==> config.mk <==
export PLATFORM = sky130hd
export DESIGN_NAME = uv_rst_ctrl
export DESIGN_NICKNAME = d
export VERILOG_FILES = /design/src/rtl/uv_rst_ctrl.sv
export SDC_FILE = /design/constraint.sdc
export NUM_CORES = 1
export LEC_CHECK = 0
export BUFFER_PORTS_ARGS = -buffer_cell sky130_fd_sc_hd__buf_2
export CORE_ASPECT_RATIO = 0.5
export CORE_MARGIN = 2
export CORE_UTILIZATION = 39
export DETAILED_ROUTE_END_ITERATION = 12
export GPL_TIMING_DRIVEN = 0
export PLACE_DENSITY = 0.87
export SLEW_MARGIN = 30
export SYNTH_ARGS = -nofsm -noshare
export SYNTH_HDL_FRONTEND = slang
export SYNTH_SLANG_ARGS = --single-unit
==> constraint.sdc <==
create_clock -name clk -period 1.75 [get_ports clk]
set_clock_uncertainty 0.2 [all_clocks]
set_input_delay 0.35 -clock clk [delete_from_list [all_inputs] [get_ports clk]]
set_output_delay 0.35 -clock clk [all_outputs]
set_load 0.05 [all_outputs]
==> src/rtl/uv_rst_ctrl.sv <==
// uv_rst_ctrl: merges watchdog, external-pin and software reset requests into
// one stretched system reset and keeps sticky reset-cause flags readable over APB.
module uv_rst_ctrl #(
    parameter int unsigned ALEN        = 12,
    parameter int unsigned DLEN        = 32,
    parameter int unsigned MLEN        = DLEN / 8,
    parameter int unsigned SYNC_STAGES = 2,
    parameter int unsigned HOLD_W      = 8,
    parameter int unsigned HOLD_DEF    = 16
) (
    input  logic              clk,
    input  logic              rst_n,
    input  logic              ext_rst_n,
    input  logic              wdt_rst_n,
    input  logic              rst_psel,
    input  logic              rst_penable,
    input  logic [2:0]        rst_pprot,
    input  logic [ALEN-1:0]   rst_paddr,
    input  logic [MLEN-1:0]   rst_pstrb,
    input  logic              rst_pwrite,
    input  logic [DLEN-1:0]   rst_pwdata,
    output logic [DLEN-1:0]   rst_prdata,
    output logic              rst_pready,
    output logic              rst_pslverr,
    output logic              sys_rst_n,
    output logic [1:0]        rst_state
);

    localparam int unsigned IDX_W = ALEN - 2;

    localparam logic [1:0] ST_RUN    = 2'd0;
    localparam logic [1:0] ST_ASSERT = 2'd1;
    localparam logic [1:0] ST_HOLD   = 2'd2;

    logic [SYNC_STAGES-1:0] ext_sync;
    logic                   ext_s;
    logic                   wdt_q;
    logic                   sw_req;
    logic                   req;

    logic [1:0]             state;
    logic [1:0]             next_state;
    logic [HOLD_W-1:0]      cnt;
    logic [HOLD_W-1:0]      cnt_n;
    logic [HOLD_W-1:0]      cfg_hold;
    logic [HOLD_W-1:0]      cfg_n;
    logic [3:0]             cause;
    logic [3:0]             cause_n;
    logic [3:0]             cause_set;
    logic [3:0]             cause_clr;

    logic                   access;
    logic                   wr_en;
    logic [IDX_W-1:0]       idx;
    logic                   sw_fire;
    logic                   unused_apb;

    assign ext_s      = ext_sync[SYNC_STAGES-1];
    assign req        = ~ext_s | ~wdt_q | sw_req;
    assign access     = rst_psel & rst_penable;
    assign wr_en      = access & rst_pwrite;
    assign idx        = rst_paddr[ALEN-1:2];
    assign rst_pready = 1'b1;
    assign rst_state  = state;
    assign unused_apb = ^{rst_pprot, rst_paddr[1:0], rst_pwdata, rst_pstrb};

    // State register
    always_ff @(posedge clk) begin
        if (!rst_n) begin
            state <= ST_HOLD;
        end else begin
            state <= next_state;
        end
    end

    // Next-state and hold-counter update
    always_comb begin
        next_state = state;
        cnt_n      = cnt;
        case (state)
            ST_RUN: begin
                if (req) begin
                    next_state = ST_ASSERT;
                end
            end
            ST_ASSERT: begin
                if (!req) begin
                    next_state = ST_HOLD;
                    cnt_n      = cfg_hold;
                end
            end
            ST_HOLD: begin
                if (req) begin
                    next_state = ST_ASSERT;
                end else if (cnt == '0) begin
                    next_state = ST_RUN;
                end else begin
                    cnt_n = cnt - HOLD_W'(1);
                end
            end
            default: begin
                next_state = ST_HOLD;
            end
        endcase
    end

    // Cause set/clear; a source active in the same cycle as a W1C keeps its bit
    always_comb begin
        cause_set = req ? {sw_req, ~wdt_q, ~ext_s, 1'b0} : 4'b0000;
        cause_clr = 4'b0000;
        if (wr_en && idx == IDX_W'(0) && rst_pstrb[0]) begin
            cause_clr = rst_pwdata[3:0];
        end
        cause_n = (cause & ~cause_clr) | cause_set;
    end

    // CFG write with byte strobes, and software reset trigger decode
    always_comb begin
        cfg_n = cfg_hold;
        if (wr_en && idx == IDX_W'(1)) begin
            for (int b = 0; b < int'(HOLD_W); b++) begin
                if (rst_pstrb[b / 8]) begin
                    cfg_n[b] = rst_pwdata[b];
                end
            end
        end
        sw_fire = wr_en && (idx == IDX_W'(2)) && rst_pstrb[0] && (rst_pwdata[7:0] == 8'h5A);
    end

    // Source capture, counter, registered reset output and register file
    always_ff @(posedge clk) begin
        if (!rst_n) begin
            ext_sync  <= '1;
            wdt_q     <= 1'b1;
            sw_req    <= 1'b0;
            cnt       <= HOLD_W'(HOLD_DEF);
            sys_rst_n <= 1'b0;
            cause     <= 4'b0001;
            cfg_hold  <= HOLD_W'(HOLD_DEF);
        end else begin
            ext_sync  <= {ext_sync[SYNC_STAGES-2:0], ext_rst_n};
            wdt_q     <= wdt_rst_n;
            sw_req    <= sw_fire;
            cnt       <= cnt_n;
            sys_rst_n <= (next_state == ST_RUN);
            cause     <= cause_n;
            cfg_hold  <= cfg_n;
        end
    end

    // APB read mux and error decode, live only during the access phase
    always_comb begin
        rst_prdata  = '0;
        rst_pslverr = 1'b0;
        if (access && rst_n) begin
            case (idx)
                IDX_W'(0): rst_prdata = DLEN'(cause);
                IDX_W'(1): rst_prdata = DLEN'(cfg_hold);
                IDX_W'(2): rst_prdata = '0;
                IDX_W'(3): rst_prdata = DLEN'(state);
                default:   rst_pslverr = 1'b1;
            endcase
        end
    end

endmodule

# Word-level counts from Yosys, hierarchy flattened

Index checks and enable logic that the tools add are counted.

Equality and inequality tests: 9
Muxes and demuxes: 15
Bitwise logic cells: 9
Reduce and logical (&&, ||, !) cells: 15
$add $sub $neg: 1

Operators with widths:

| operator                                                           | count |
|---|---|
| 8-bit two-way mux                                                  | 4 |
| 8-bit one-hot mux with 3 select lines                              | 1 |
| 10-bit by 2-bit == test with 1-bit output, second input constant   | 2 |
| 8-bit one-hot mux with 2 select lines                              | 1 |
| 10-bit by 1-bit == test with 1-bit output, second input constant   | 1 |
| 10-bit zero test                                                   | 1 |
| 8-bit by 7-bit == test with 1-bit output, second input constant    | 1 |
| 8-bit zero test                                                    | 1 |
| 2-bit two-way mux                                                  | 4 |
| 4-bit two-way mux                                                  | 2 |
| 8-bit by 1-bit subtractor with 8-bit output, second input constant | 1 |
| 1-bit logical AND                                                  | 7 |
| 2-bit != test, second input constant                               | 3 |
| 2-bit one-hot mux with 3 select lines                              | 1 |
| 4-bit bitwise AND                                                  | 1 |
| 2-bit zero test                                                    | 2 |
| 4-bit NOT                                                          | 1 |
| 4-bit bitwise OR                                                   | 1 |
| 4-bit AND reduction                                                | 1 |
| 4-bit OR reduction                                                 | 1 |
| 1-bit bitwise AND                                                  | 2 |
| 2-bit by 1-bit == test with 1-bit output, second input constant    | 1 |
| 2-bit == test, second input constant                               | 1 |
| 1-bit two-way mux                                                  | 2 |
| other kinds (4)                                                    | 6 |

Register bits after elaboration: 27
Output and inout bits: 37
Logic and storage cells: 57
Input bits: 58

# Logic depth before layout (Yosys ltp)

Depth in word-level cells: 8
Mapped depth: 6
Gate-level depth less buffers: 6

# Worst setup path after synthesis

Ideal clock, no wire load.

Path type: input -> output
Start: input rst_paddr[5]
End: output rst_prdata[2]
Arrival: 2.164 ns
Stages on the path: 4
Slack: -0.964 ns
Buffers on the path: 0
Data required time: 1.200 ns
Path through: nor4_1 -> and3_1 -> nand2b_1 -> nor3_1

Longest elaborated chain between the ends: 3
Elaborated cells on any way between the ends: 5
Those cells by class: 2 x eq/ne; 2 x mux; 1 x reduce/logical

RTL lines:

| what                                                                    | RTL line | source |
|---|---|---|
| from (decl)                                                             | 18       | `input logic [ALEN-1:0] rst_paddr,` |
| 10-bit by 2-bit == test with 1-bit output, or another cell as far along | 156      | `case (idx)` |
| 8-bit one-hot mux with 3 select lines *                                 | 156      |  |
| 8-bit two-way mux *                                                     | 155      | `if (access && rst_n) begin` |
| to (decl)                                                               | 22       | `output logic [DLEN-1:0] rst_prdata,` |

Every way passes the cells marked *; elsewhere a longest branch is shown, timed or not.

# Final worst setup path

Start: input rst_paddr[4]
End: output rst_prdata[3]

Same word-level chain as after synthesis.

==> results_dict.tcl <==
set metrics [dict create \
    slew_headroom 0.622 \
    avgRoutedWirePerCell_microns 17.8 \
    end_kind "primary output" \
    violations "setup timing" \
    outcome "complete, but fails checks" \
    port_buffers 34 \
    fin_crit_ns 2.06 \
    ys.flop_type "dfxtp_1" \
    setup_slack_ns -0.308 \
    ff2ff_path_depth 6 \
    p_comb_frac 0.422 \
    crit_chain "buf_6, nor4_4, and3_4, nand2b_4, nor3_4, buf_6" \
    cp.required_ns 1.20 \
    numCtsBuffers 3 \
    first_pass_iters 5 \
    grt_max_degree 16 \
    die_y_microns 49.2 \
    postSynthCellCount 201 \
    cts_buffer_depth 2 \
    grt_pass1_vias 1697 \
    ir_drop_mv 0.378 \
    dpl.cell_count 312 \
    dp_hpwl_microns 3230 \
    swShare 0.404 \
    path_class "primary input to primary output" \
    yosysSeqAreaShare 0.339 \
    rows 16 \
    finalMaxSlewViolations 0 \
    synth-edff-count 0 \
    routed_wl_microns 5870 \
    cp_common_cell "buf_6" \
    fin_crit_sh 1.18 \
    grt_pass1_wl_microns 8120 \
    drt_iter0_drc 158 \
    via_per_inst 5.71 \
    start_kind "primary input" \
    grt_use_total 0.224 \
    syn_to_final_growth_pct 53.4 \
    hold_viol 0 \
    ios 95 \
    dp_slack_ns -0.531 \
    drtAntennaViolNets 0 \
    finalNetCount 336 \
    clock_latency_ns 0.28 \
    arrival_ns 1.51 \
    drive_gt1_frac 0.489 \
    setup-violations-final 19 \
    cts-root-buf "clkbuf_8" \
    die_width_microns 94.4 \
    maxCapViolations 0 \
    critPathSlowestCell "nor4_4" \
    internal-power_mw 1.13 \
    antenna_found_initial 0 \
    synth.avg_cell_area_sq_um 7.92 \
    p_clk_frac 0.198 \
    start_util 0.408 \
    tns_ns -3.51 \
    clk_pin_slew_ns 0.10 \
    grt_overflow 0 \
    stdcell_count 330 \
    cpPeakStageDelay_ns 0.31 \
    synth_area_sq_um 1590 \
    fmax_mhz 486 \
    ys.warnings.count 0 \
    via_count 1883 \
    rsz0062_at_grt "yes" \
    hold_path_depth 2 \
    die-area_sq_um 4640 \
    clock-sinks 27 \
    drc_errors 0 \
    power_density_nw_per_um2 774 \
    synthArstFlopShare 0 \
    n_antenna_cell 0 \
    cts_tree "yes" \
    hold_class "primary input to register" \
    p_leak_nw 1.09 \
    cts_max_level 1 \
    switchingPower_mw 0.765 \
    synth_seq_cells 27 \
    pwr-share-seq 0.380 \
    synth_cell_types 41 \
    gp_congestion 0.825 \
    core_area_sq_um 3900 \
    critPathMaxFanout 5 \
    tightest_slew_ns 0.567 \
]
## cell usage in the layout, fill, tap and decap left out, types with 4 or more instances in the layout
cell type / n
buf_2: 24
o21ai_1: 5
buf_6: 10
buf_4: 35
a21oi_1: 6
a31oi_1: 6
nand2b_1: 6
buf_8: 5
nor2_1: 9
a21oi_2: 4
o21ai_0: 5
o21ai_2: 7
inv_1: 5
dfxtp_2: 4
mux2i_1: 5
nand2_1: 16
dfxtp_1: 23
nand3_1: 9
and2_4: 4
conb_1: 25
## power groups by stage
stage | clock network (mW) | logic, mW | registers, mW
2_1_floorplan | 0 | 0.469 | 0.734
3_3_place_gp | 0 | 0.580 | 0.715
3_5_place_dp | 0 | 0.599 | 0.720
4_1_cts | 0.347 | 0.694 | 0.705
5_1_grt | 0.388 | 0.844 | 0.721
6_report | 0.375 | 0.799 | 0.718
## routing by layer
metal,global-route usage,vias up,routed length [microns],share of wire
li1,-,806,-,-
met1,0.269,855,2110,0.36
met4,0.0942,0,413,0.070
met3,0.0309,46,615,0.10
met5,0,-,0,0
met2,0.404,176,2730,0.47
## logic make-up (layout without fill, tap and decap cells)
family,Yosys count,in the layout,synth area share
buffers and inverters,40,91,0.155
adders and majority gates,1,1,0.00785
other,2,25,0.00472
and+or+nand+nor,81,81,0.273
xor gates and xnor gates,1,1,0.00550
DFF,27,27,0.339
AOI/OAI and AO/OA,42,43,0.170
muxes,7,7,0.0456
## repair_timing
item,in CTS,in global routing
gates resized for setup,46,37
hold buffers,0,0
pin swaps,14,13
cloned,1,1
setup endpoints to repair,23,23
setup buffers,10,2
## metrics by stage
stage	hold slack [ns]	cell area [sq um]	total power, mW	utilization
finish	0.0556	2440	1.89	0.626
global route	0.0576	2440	1.95	0.626
CTS	0.0600	2330	1.75	0.596
detailed placement	0.209	2010	1.32	0.516
global placement	0.190	2010	1.29	0.516
floorplan	0.186	1780	1.20	-
## cells in the mapped netlist, drive strengths merged, types with 4 or more instances
master	count	share of area
mux2i	5	0.031
a21oi	10	0.031
clkbuf	5	0.012
and2	6	0.024
nand2	18	0.042
buf	28	0.13
a31oi	6	0.024
inv	7	0.016
nor4	4	0.016
nand3	13	0.041
dfxtp	27	0.34
nand2b	7	0.027
nor2	14	0.033
o21ai	17	0.053
nor3	5	0.016
## area by class of cell
type,instances,area [sq um]
clock inverters,1,5.00
inverters,7,26.3
plain buffers,33,249
clock buffers,3,41.3
repair buffers,47,364
multi-input cells,158,1140
well taps,54,67.6
flip-flops and latches,27,546
fillers,266,1460
## state kept, by name, indices dropped and copies added (netlist names)
register	flops
wdt_q	1
cause	4
cfg_hold	8
rst_state	2
sw_req	1
ext_sync	2
sys_rst_n	1
cnt	8
## path summary, 6_finish.rpt
kind                 from             to  slack (ns)
min reg2reg   ext_sync[0]    ext_sync[1]        0.26
max reg2reg        cnt[1]         cnt[4]       -0.23
min             wdt_rst_n          wdt_q        0.06
max          rst_paddr[4]  rst_prdata[3]       -0.31
## worst max-delay path, delay by kind of cell
kind                   cells  cell delay [ns]
AND/OR/NAND/NOR            4             0.86
buffers and inverters      2             0.28
(Power assumes the default switching activity.)
